$ cat config.mk
export PLATFORM = sky130hd
export DESIGN_NAME = dm_arbiter
export DESIGN_NICKNAME = d
export VERILOG_FILES = /design/src/rtl/dm_arbiter.sv
export SDC_FILE = /design/constraint.sdc
export NUM_CORES = 1
export LEC_CHECK = 0
export ABC_AREA = 1
export CORE_MARGIN = 1
export CORE_UTILIZATION = 39
export CTS_BUF_LIST = sky130_fd_sc_hd__clkbuf_4
export DETAILED_ROUTE_END_ITERATION = 12
export HOLD_SLACK_MARGIN = 0.02
export PLACE_DENSITY = 0.85
export SETUP_SLACK_MARGIN = 0.1
export SLEW_MARGIN = 30
export SYNTH_ARGS = -nofsm -noshare
export SYNTH_HDL_FRONTEND = slang
export SYNTH_SLANG_ARGS = --single-unit
$ cat constraint.sdc
create_clock -name clk -period 2.67 [get_ports clk]
set_input_delay 0.4005 -clock clk [delete_from_list [all_inputs] [get_ports clk]]
set_output_delay 0.4005 -clock clk [all_outputs]
set_load 0.05 [all_outputs]
$ cat src/rtl/dm_arbiter.sv
// Two-master round-robin arbiter in front of the 1 KB data memory.
// Supports locked back-to-back transfers (sb read-modify-write) with a starvation bound.
module dm_arbiter #(
  parameter int ADDR_W   = 10,
  parameter int DATA_W   = 32,
  parameter int MAX_LOCK = 4
) (
  input  logic              clk,
  input  logic              rst,
  input  logic              m0_req,
  input  logic              m0_we,
  input  logic              m0_lock,
  input  logic [ADDR_W-1:0] m0_addr,
  input  logic [DATA_W-1:0] m0_wdata,
  output logic              m0_ack,
  output logic [DATA_W-1:0] m0_rdata,
  input  logic              m1_req,
  input  logic              m1_we,
  input  logic              m1_lock,
  input  logic [ADDR_W-1:0] m1_addr,
  input  logic [DATA_W-1:0] m1_wdata,
  output logic              m1_ack,
  output logic [DATA_W-1:0] m1_rdata,
  output logic [ADDR_W-1:0] mem_addr,
  output logic [DATA_W-1:0] mem_wdata,
  output logic              mem_wr,
  input  logic [DATA_W-1:0] mem_rdata,
  output logic [1:0]        gnt,
  output logic              busy
);

  localparam int CNT_W = (MAX_LOCK > 1) ? $clog2(MAX_LOCK) : 1;
  localparam logic [CNT_W-1:0] LOCK_LIM = CNT_W'(MAX_LOCK - 1);

  typedef enum logic [1:0] {IDLE, ACCESS, DONE} state_e;

  state_e            state_q, state_d;
  logic [1:0]        gnt_q, gnt_d;
  logic              last_q, last_d;
  logic [CNT_W-1:0]  lock_cnt_q, lock_cnt_d;
  logic [DATA_W-1:0] m0_rdata_q, m0_rdata_d;
  logic [DATA_W-1:0] m1_rdata_q, m1_rdata_d;

  logic              sel_m1;
  logic              g_req, g_we, g_lock, o_req;
  logic [ADDR_W-1:0] g_addr;
  logic [DATA_W-1:0] g_wdata;

  assign sel_m1  = gnt_q[1];
  assign g_req   = sel_m1 ? m1_req   : m0_req;
  assign g_we    = sel_m1 ? m1_we    : m0_we;
  assign g_lock  = sel_m1 ? m1_lock  : m0_lock;
  assign g_addr  = sel_m1 ? m1_addr  : m0_addr;
  assign g_wdata = sel_m1 ? m1_wdata : m0_wdata;
  assign o_req   = sel_m1 ? m0_req   : m1_req;

  always_ff @(posedge clk) begin
    if (rst) begin
      state_q    <= IDLE;
      gnt_q      <= 2'b00;
      last_q     <= 1'b1;
      lock_cnt_q <= '0;
      m0_rdata_q <= '0;
      m1_rdata_q <= '0;
    end else begin
      state_q    <= state_d;
      gnt_q      <= gnt_d;
      last_q     <= last_d;
      lock_cnt_q <= lock_cnt_d;
      m0_rdata_q <= m0_rdata_d;
      m1_rdata_q <= m1_rdata_d;
    end
  end

  always_comb begin
    state_d    = state_q;
    gnt_d      = gnt_q;
    last_d     = last_q;
    lock_cnt_d = lock_cnt_q;
    m0_rdata_d = m0_rdata_q;
    m1_rdata_d = m1_rdata_q;
    case (state_q)
      IDLE: begin
        // last_q==1 means m1 was served last, so m0 wins a tie
        if (m0_req && (!m1_req || last_q)) begin
          gnt_d   = 2'b01;
          state_d = ACCESS;
        end else if (m1_req) begin
          gnt_d   = 2'b10;
          state_d = ACCESS;
        end
      end
      ACCESS: begin
        state_d = DONE;
        last_d  = sel_m1;
        if (!g_we) begin
          if (sel_m1) m1_rdata_d = mem_rdata;
          else        m0_rdata_d = mem_rdata;
        end
      end
      DONE: begin
        if (g_req && g_lock && ((lock_cnt_q < LOCK_LIM) || !o_req)) begin
          state_d = ACCESS;
          if (lock_cnt_q != LOCK_LIM) lock_cnt_d = lock_cnt_q + 1'b1;
        end else begin
          state_d    = IDLE;
          gnt_d      = 2'b00;
          lock_cnt_d = '0;
        end
      end
      default: begin
        state_d    = IDLE;
        gnt_d      = 2'b00;
        lock_cnt_d = '0;
      end
    endcase
  end

  always_comb begin
    mem_addr  = '0;
    mem_wdata = '0;
    mem_wr    = 1'b0;
    m0_ack    = 1'b0;
    m1_ack    = 1'b0;
    busy      = (state_q == ACCESS) || (state_q == DONE);
    gnt       = gnt_q;
    m0_rdata  = m0_rdata_q;
    m1_rdata  = m1_rdata_q;
    if (state_q == ACCESS) begin
      mem_addr  = g_addr;
      mem_wdata = g_wdata;
      mem_wr    = g_we & ~rst;
    end
    if (state_q == DONE) begin
      m0_ack = gnt_q[0];
      m1_ack = gnt_q[1];
    end
  end

endmodule

==> out/results.txt, run 1 <==
status = completed
CTS tree = done
Iter 0 DRT Violations = 100
DP Worst Slack = 0.6463 ns
Fin. Hold Viols = 0
mapped cell area = 3367 um2
Num CTS Buffers = 9
CTS H-Tree Depth = 3
most common cell in the netlist = nor2_1
fillers = 725
vias in the first global route = 3768
Buffers & Inverters on Critical Path = 3
worst-path maximum fanout = 4
Tmin final = 2.430 ns
share of layout cells above drive strength 1 = 11.30%
Detailed Routing Iterations Pass 1 = 5
Critical Path RT = 2.27 ns
post-route cell area = 5732 um2
maximum vdd drop = 0.0004012 V
GRT Util Overall = 25.84%
Yosys reg bits = 71
Crit path largest cell delay = 0.80 ns
post-route setup slack = 0.2401 ns
DR vias/cell = 4.835
power density cells = 593.8 nW/um2
CP most frequent cell = inv_1
WL/cell = 14.56 um
Diodes inserted = 0
largest net degree at the start of global routing = 70
fin nets = 842
antenna-violating nets left = 0
Pwr Total = 3.404 mW
Synth top area share = 42.21%
clock slew at reported path FFs = 0.11 ns
Worst Hold Class = reg2reg
Sink Count = 71
maxcap violations = 0
Post-synth EDFFs = 0
Clock Latency Late Sink = 0.40 ns
CTS hold repair buffers = 0
final core occ = 69.06%
CTS Buffer Depth = 2
RSZ-0062 raised after global routing = no
CP Data Arrival Time = 2.03 ns
setup bufs post-CTS = 0
grt ovf = 0
die area = 9009 um2
post-DP HPWL = 8.945 mm
Yosys cell types = 25
Vias = 3974
Worst Setup End Kind = primary output
post_cts resized = 0
Post-synth top cells = nor2_1, o21ai_0, dfxtp_1
FFs w/ async S/R, synth = 0%
Worst Setup Start Kind = flop
Worst Max-Slew Pin Slew = 0.5954 ns
core area = 8299 um2
first-pass GRT wire length = 17.81 mm
TNS Setup = 0 ns
Tcrit/Tclk final = 91.01%
Yosys top cell by area = dfxtp_1
top_reg_cell synth = dfxtp_1
clock skew = 0.02317 ns
Synth Warn # = 0
initial antenna violation count = 0
Cells after Synth = 494
# DRC = 0
Routed WL = 11.97 mm
Pleak = 2.494 nW
Die Span Y = 94.92 um
# IOs = 236
placed instance area = 5625 um2
max_slew headroom = 60.25%
Syn Nets = 623
CP max-delay cell = clkdlybuf4s50_1
Setup Viol. Count Final = 0
Row Count = 33
placed cells = 807
critical setup path kind = reg2out
Die X = 94.92 um
Port Buffers = 235
CP Cell Sequence = inv_1 -> ha_1 -> nand2_1 -> inv_1 -> clkdlybuf4s50_1
Root Driver = clkbuf_4
register area share after synthesis = 42.21%
Min Hold Slack = 0.4857 ns
initial core utilization = 40.57%
Layout area overhead = 70.23%
Max Clk Rate = 411.5 MHz
Crit path max-delay family = buffers and inverters
fin. max-slew vios = 0
Final GP Congestion = 0.8697
synth top area cells = dfxtp_1, nor2_1, o21ai_0, buf_6, clkbuf_1
Avg Cell Area, Syn = 6.816 um2
final instance count without filler cells = 822
==> cell usage in the layout, fill, tap and decap left out <==
cell and count:
nand3_1 8, o21ai_1 7, nand2_1 13, clkinv_2 4
buf_12 3, nor3_1 2, inv_2 2, clkbuf_4 11
a31oi_1 1, nand2_2 3, o21ai_0 102, clkdlybuf4s50_1 190
buf_4 48, inv_1 12, nand3_4 1, a21oi_1 5
nor2_4 1, dfxtp_1 71, nand3_2 1, clkinv_4 1
ha_1 5, nor2_1 220, inv_4 1, nor2_8 1
nand2_4 4
==> report_power, final <==
group | internal [mW] | switching [mW] | total, mW | leakage, nW
logic | 0.562 | 1.07 | 1.63 | 1.85
registers | 1.15 | 0.0610 | 1.21 | 0.577
clock network | 0.205 | 0.356 | 0.561 | 0.0665
==> sequential cells by signal, indices dropped and copies added (netlist names) <==
signal,cells
state_q,2
last_q,1
m1_rdata,32
lock_cnt_q,2
m0_rdata,32
gnt,2
==> final cells by class <==
| type | count | area (um2) | area share (%) |
|---|---|---|---|
| clock buffers | 11 | 82.58 | 1.441 |
| repair buffers | 241 | 2322 | 40.52 |
| well taps | 105 | 131.4 | 2.292 |
| clock inverters | 4 | 23.77 | 0.4148 |
| flip-flops and latches | 71 | 1421 | 24.80 |
| multi-input cells | 374 | 1687 | 29.43 |
| inverters | 16 | 63.81 | 1.113 |
==> kinds of logic after synthesis <==
group,after synthesis,synth area share [%]
DFF,71,42.21
AOI/OAI and AO/OA,115,17.13
and+or+nand+nor,254,31.10
adders and majority gates,5,1.858
buffers and inverters,49,7.692
==> worst register-to-register path, delay by kind of cell (launching register included) <==
kind,cells,cell delay [ns]
AND/OR/NAND/NOR,4,0.56
flip-flops,1,0.71
buffers and inverters,2,0.58
==> metal layers <==
metal | GRT usage [%] | vias up | part of all wire, %
li1 | - | 2017 | -
met1 | 25.16 | 1774 | 36
met4 | 11.49 | 0 | 2.3
met5 | 0 | - | 0
met3 | 11.43 | 23 | 12
met2 | 46.82 | 160 | 50
==> worst paths after layout <==
check | start | to | slack (ns) | cells after the start
max | state_q[0]$_SDFFE_PP0P_ | m0_ack | 0.24 | 5
min | gnt[0]$_SDFFE_PP0P_ | gnt[0]$_SDFFE_PP0P_ | 0.49 | 2
max reg2reg | gnt[1]$_SDFFE_PP0P_ | m1_rdata[9]$_SDFFE_PP0P_ | 0.70 | 6
min reg2reg | gnt[0]$_SDFFE_PP0P_ | gnt[0]$_SDFFE_PP0P_ | 0.49 | 2
(Power assumes the default switching activity.)
==> inputs of run 2 (changes only) <==
--- a/config.mk
+++ b/config.mk
@@ -6,6 +6,7 @@
 export NUM_CORES = 1
 export LEC_CHECK = 0
 export ABC_AREA = 1
+export CORE_ASPECT_RATIO = 0.8
 export CORE_MARGIN = 1
 export CORE_UTILIZATION = 39
 export CTS_BUF_LIST = sky130_fd_sc_hd__clkbuf_4
@@ -13,6 +14,7 @@
 export HOLD_SLACK_MARGIN = 0.02
 export PLACE_DENSITY = 0.85
 export SETUP_SLACK_MARGIN = 0.1
+export SKIP_CTS_REPAIR_TIMING = 1
 export SLEW_MARGIN = 30
 export SYNTH_ARGS = -nofsm -noshare
 export SYNTH_HDL_FRONTEND = slang
==> run 2 against run 1 <==
Via count is 1.6% higher. Critical path type unchanged. Non-clock buffer count is the same. Count of clock-buffer cells in the layout grew 1. Critical endpoint unchanged. Cell count rose by 0.49%. Sequential power barely moved. Sequential share of layout area is essentially flat. Global-route usage rose by 1.5 points.
==> out/results.txt, run 2 (synthesis results as in run 1) <==
DR vias/cell = 4.886 (was 4.835)
Pleak = 2.494 nW (about the same)
most common cell after layout, fill and taps aside = nor2_1 (unchanged)
Root Driver = clkbuf_4 (unchanged)
Worst Max-Slew Pin Slew = 0.5947 ns (was 0.5954 ns)
largest net degree at the start of global routing = 70 (unchanged)
maximum vdd drop = 0.0004897 V (was 0.0004012 V)
CTS Buffer Depth = 2 (unchanged)
core area = 8164 um2 (was 8299 um2)
Setup Viol. Count Final = 0 (unchanged)
die area = 9011 um2 (was 9009 um2)
Num CTS Buffers = 9 (unchanged)
Worst Setup End Kind = primary output (unchanged)
vias in the first global route = 3918 (was 3768)
critical setup path kind = reg2out (unchanged)
post-route setup slack = 0.2251 ns (was 0.2401 ns)
Worst Hold Class = reg2reg (unchanged)
GRT Util Overall = 27.34% (was 25.84%)
first-pass GRT wire length = 19.30 mm (was 17.81 mm)
most frequent cells in the layout = nor2_1, clkdlybuf4s50_1, o21ai_0 (unchanged)
RSZ-0062 raised after global routing = no (unchanged)
Worst Setup Start Kind = flop (unchanged)
Tcrit/Tclk final = 91.57% (was 91.01%)
status = completed (unchanged)
Max Clk Rate = 409.0 MHz (was 411.5 MHz)
# DRC = 0 (unchanged)
Routed WL = 12.26 mm (was 11.97 mm)
clock skew = 0.01399 ns (was 0.02317 ns)
share of layout cells above drive strength 1 = 11.42% (was 11.30%)
max_slew headroom = 60.30% (was 60.25%)
maxcap violations = 0 (unchanged)
Sink Count = 71 (unchanged)
Vias = 4036 (was 3974)
# IOs = 236 (unchanged)
fillers = 662 (was 725)
Pwr Total = 3.447 mW (was 3.404 mW)
fin nets = 842 (unchanged)
fin. max-slew vios = 0 (unchanged)
initial core utilization = 41.24% (was 40.57%)
TNS Setup = 0 ns (unchanged)
WL/cell = 14.84 um (was 14.56 um)
initial antenna violation count = 0 (unchanged)
Port Buffers = 235 (unchanged)
Row Count = 29 (was 33)
grt ovf = 0 (unchanged)
power density cells = 600.3 nW/um2 (was 593.8 nW/um2)
Clock Latency Late Sink = 0.42 ns (was 0.40 ns)
Detailed Routing Iterations Pass 1 = 5 (unchanged)
CTS tree = done (unchanged)
Layout area overhead = 70.53% (was 70.23%)
Final GP Congestion = 0.7890 (was 0.8697)
CTS H-Tree Depth = 3 (unchanged)
Tmin final = 2.445 ns (was 2.430 ns)
Critical Path RT = 2.27 ns (about the same)
clock slew at reported path FFs = 0.10 ns (was 0.11 ns)
Die X = 105.9 um (was 94.92 um)
Fin. Hold Viols = 0 (unchanged)
worst-path maximum fanout = 4 (unchanged)
antenna-violating nets left = 0 (unchanged)
Diodes inserted = 0 (unchanged)
CP Data Arrival Time = 2.04 ns (was 2.03 ns)
DP Worst Slack = 0.5858 ns (was 0.6463 ns)
Iter 0 DRT Violations = 256 (was 100)
Die Span Y = 85.11 um (was 94.92 um)
post-DP HPWL = 9.232 mm (was 8.945 mm)
## run 2: cell types whose count changed in the layout (fill, tap and decap cells not counted), sizes merged
cell | previous run | this run
clkbuf | 11 | 12
clkinv | 5 | 4
clkinvlp | 0 | 1
## run 2: critical path: stages (launching register included)
cell	delay [ns]
dfxtp_1	0.35
inv_1	0.09
ha_1	0.26
nand2_1	0.08
inv_1	0.05
clkdlybuf4s50_1	0.80
## run 2: final cells by class
type                       instances  area, um2  share of cell area [%]
timing repair buffer             241       2322                   40.44
multi-input combinational        374       1687                   29.37
sequential                        71       1421                   24.75
tap                              108      135.1                   2.353
clock buffer                      12      90.09                   1.569
inverter                          16      63.81                   1.111
clock inverter                     4      22.52                  0.3922
## run 2: per-stage QoR
step	utilization (%)	area, um2	hold WS (ns)	instances
after floorplan	-	3367	0.4296	494
after global placement	68.95	5629	0.4536	810
after detailed placement	68.95	5629	0.4565	810
after CTS	70.33	5742	0.4812	826
after global routing	70.33	5742	0.4979	826
final	70.33	5742	0.4787	826
## run 2: power by group
group | internal [mW] | switching, mW
combinational | 0.567 | 1.08
clock | 0.219 | 0.371
sequential | 1.15 | 0.0578
## run 2: final timing paths
kind,from,to,slack [ns],cells past startpoint
worst max-delay path,state_q[0]$_SDFFE_PP0P_,m0_ack,0.23,5
worst min-delay path,last_q$_SDFFE_PP1P_,last_q$_SDFFE_PP1P_,0.48,2
worst max register to register,state_q[1]$_SDFFE_PP0P_,m1_rdata[13]$_SDFFE_PP0P_,0.69,8
worst min register to register,last_q$_SDFFE_PP1P_,last_q$_SDFFE_PP1P_,0.48,2
## run 2: per-layer routing
metal	global-route usage (%)	wire length [um]	vias up
met1	29.89	4866	1803
li1	-	-	2017
met4	10.48	301	0
met3	9.985	1209	24
met2	48.48	5884	192
met5	0	0	-
==> inputs of run 3 (changes only) <==
--- a/config.mk
+++ b/config.mk
@@ -8,11 +8,11 @@
 export ABC_AREA = 1
 export CORE_ASPECT_RATIO = 0.8
 export CORE_MARGIN = 1
-export CORE_UTILIZATION = 39
+export CORE_UTILIZATION = 36
 export CTS_BUF_LIST = sky130_fd_sc_hd__clkbuf_4
 export DETAILED_ROUTE_END_ITERATION = 12
 export HOLD_SLACK_MARGIN = 0.02
-export PLACE_DENSITY = 0.85
+export PLACE_DENSITY = 0.79
 export SETUP_SLACK_MARGIN = 0.1
 export SKIP_CTS_REPAIR_TIMING = 1
 export SLEW_MARGIN = 30
==> constraint.sdc (replaced) <==
create_clock -name clk -period 2.65 [get_ports clk]
set_input_delay 0.3975 -clock clk [delete_from_list [all_inputs] [get_ports clk]]
set_output_delay 0.3975 -clock clk [all_outputs]
set_load 0.05 [all_outputs]
==> run 3 against run 2 <==
First-iteration DRC count fell by 29%. Cell count increased by 0.97%. Register-to-register slack improved by 0.12 ns. Clock skew is 0.012 ns higher. Sequential share of layout area decreased by 0.10 points. Combinational power barely moved. Hold slack better by 0.0039 ns. Non-clock buffer count increased by 1. Critical path type unchanged. Largest cell class unchanged. Largest power group unchanged.
==> out/results.txt, run 3 (synthesis results as in run 1) <==
Diodes inserted = 0 (unchanged)
Critical Path RT = 2.25 ns (was 2.27 ns)
# DRC = 0 (unchanged)
first-pass GRT wire length = 17.35 mm (was 19.30 mm)
Switching Share = 44.15% (was 43.83%)
final core occ = 63.52% (was 70.33%)
TNS Setup = 0 ns (unchanged)
GRT Util Overall = 23.31% (was 27.34%)
Die Span Y = 88.50 um (was 85.11 um)
fin. max-slew vios = 0 (unchanged)
Setup Viol. Count Final = 0 (unchanged)
Sw Pwr = 1.537 mW (was 1.511 mW)
DR vias/cell = 4.800 (was 4.886)
multi-input logic area = 1687 um2 (unchanged)
fillers = 797 (was 662)
Comb pwr share = 47.7% (was 47.8%)
Tcrit/Tclk final = 90.43%
most common cell after layout, fill and taps aside = nor2_1 (unchanged)
Worst Setup End Kind = primary output (unchanged)
CP Data Arrival Time = 2.00 ns (was 2.04 ns)
# IOs = 236 (unchanged)
Buffers & Inverters on Critical Path = 2 (was 3)
R2R Path Start = state_q[1]$_SDFFE_PP0P_ (unchanged)
max_slew headroom = 60.12% (was 60.30%)
grt ovf = 0 (unchanged)
CTS tree = done (unchanged)
share of layout cells above drive strength 1 = 11.54% (was 11.42%)
Detailed Routing Iterations Pass 1 = 4 (was 5)
Sink Count = 71 (unchanged)
power density cells = 603.8 nW/um2 (was 600.3 nW/um2)
Seq pwr share = 34.8% (was 35.1%)
Crit path max-delay family = buffers and inverters (unchanged)
Max Clk Rate = 417.3 MHz
fin nets = 843 (was 842)
maxcap violations = 0 (unchanged)
maximum vdd drop = 0.0003035 V (was 0.0004897 V)
WL/cell = 14.17 um (was 14.84 um)
CP max-delay cell = clkdlybuf4s50_1 (unchanged)
Num CTS Buffers = 9 (unchanged)
die area = 9746 um2 (was 9011 um2)
Clock Power Share = 17.6% (was 17.1%)
Final GP Congestion = 0.7501 (was 0.7890)
core area = 9076 um2 (was 8164 um2)
Fin. Hold Viols = 0 (unchanged)
worst-path maximum fanout = 4 (unchanged)
critical setup path kind = reg2out (unchanged)
initial core utilization = 37.10% (was 41.24%)
Layout area overhead = 71.24% (was 70.53%)
RSZ-0062 raised after global routing = no (unchanged)
Worst Setup Start Kind = flop (unchanged)
Root Driver = clkbuf_4 (unchanged)
Tmin final = 2.396 ns
Critical path origin = state_q[0]$_SDFFE_PP0P_ (unchanged)
Cell Int Power = 1.944 mW (was 1.936 mW)
largest net degree at the start of global routing = 70 (unchanged)
vias in the first global route = 3542 (was 3918)
initial antenna violation count = 0 (unchanged)
status = completed (unchanged)
post-DP HPWL = 8.663 mm (was 9.232 mm)
Clock Latency Late Sink = 0.43 ns (was 0.42 ns)
clock slew at reported path FFs = 0.10 ns (about the same)
most frequent cells in the layout = nor2_1, clkdlybuf4s50_1, o21ai_0 (unchanged)
CTS H-Tree Depth = 3 (unchanged)
Routed WL = 11.82 mm (was 12.26 mm)
Min Hold Slack = 0.4826 ns (was 0.4787 ns)
Die X = 110.1 um (was 105.9 um)
antenna-violating nets left = 0 (unchanged)
CP Cell Sequence = inv_1 -> ha_1 -> clkdlybuf4s50_1 (was inv_1 -> ha_1 -> nand2_1 -> inv_1 -> clkdlybuf4s50_1)
clock skew = 0.02550 ns (was 0.01399 ns)
Crit path largest cell delay = 0.82 ns (was 0.80 ns)
Worst Max-Slew Pin Slew = 0.5974 ns (was 0.5947 ns)
Register Area = 1421 um2 (unchanged)
Pleak = 2.518 nW (was 2.494 nW)
Iter 0 DRT Violations = 183 (was 256)
Port Buffers = 235 (unchanged)
CTS Buffer Depth = 2 (unchanged)
Row Count = 31 (was 29)
Vias = 4003 (was 4036)
Worst Hold Class = reg2reg (unchanged)
worst hold start = last_q$_SDFFE_PP1P_ (unchanged)
[run 3: worst paths after layout]
path	to	slack, ns	depth (start not counted)
worst max-delay path	busy	0.25	3
worst min-delay path	last_q$_SDFFE_PP1P_	0.48	2
worst max register to register	m1_rdata[19]$_SDFFE_PP0P_	0.81	8
worst min register to register	last_q$_SDFFE_PP1P_	0.48	2
[run 3: metrics by stage]
stage | setup slack, ns | area, um2 | instances | power [mW]
global placement | 0.6831 | 5645 | 818 | 2.870
floorplan | 0.2161 | 3367 | 494 | 2.285
global route | 0.1484 | 5766 | 834 | 3.661
CTS | 0.1757 | 5763 | 834 | 3.506
finish | 0.2537 | 5766 | 834 | 3.481
detailed placement | 0.6481 | 5645 | 818 | 2.894
[run 3: area by class of cell]
type	instances	area share (%)
Timing Repair Buffer	242	40.45
Clock buffer	11	1.432
Clock inverter	5	0.6076
Sequential cell	71	24.65
Multi-Input combinational cell	374	29.25
Inverter	16	1.107
Tap cell	115	2.496
[run 3: layer usage]
metal / vias up / global-route usage [%] / routed length [um]
met3: 20 / 9.867 / 1291
met4: 0 / 8.732 / 216
li1: 2028 / - / -
met2: 151 / 40.34 / 5559
met5: - / 0 / 0
met1: 1804 / 25.58 / 4748
[run 3: worst register-to-register path, delay by kind of cell, from the launching register on]
family,cells,cell delay (ns)
adders and majority gates,1,0.17
buffers and inverters,3,0.63
and+or+nand+nor,4,0.63
DFF,1,0.35
[run 3: power groups by stage]
stage          combinational [mW]  sequential, mW  clock [mW]
6_report                     1.66            1.21       0.611
5_1_grt                      1.76            1.22       0.676
4_1_cts                      1.66            1.21       0.631
3_5_place_dp                 1.66            1.23           0
3_3_place_gp                 1.64            1.23           0
2_1_floorplan               0.787            1.50           0
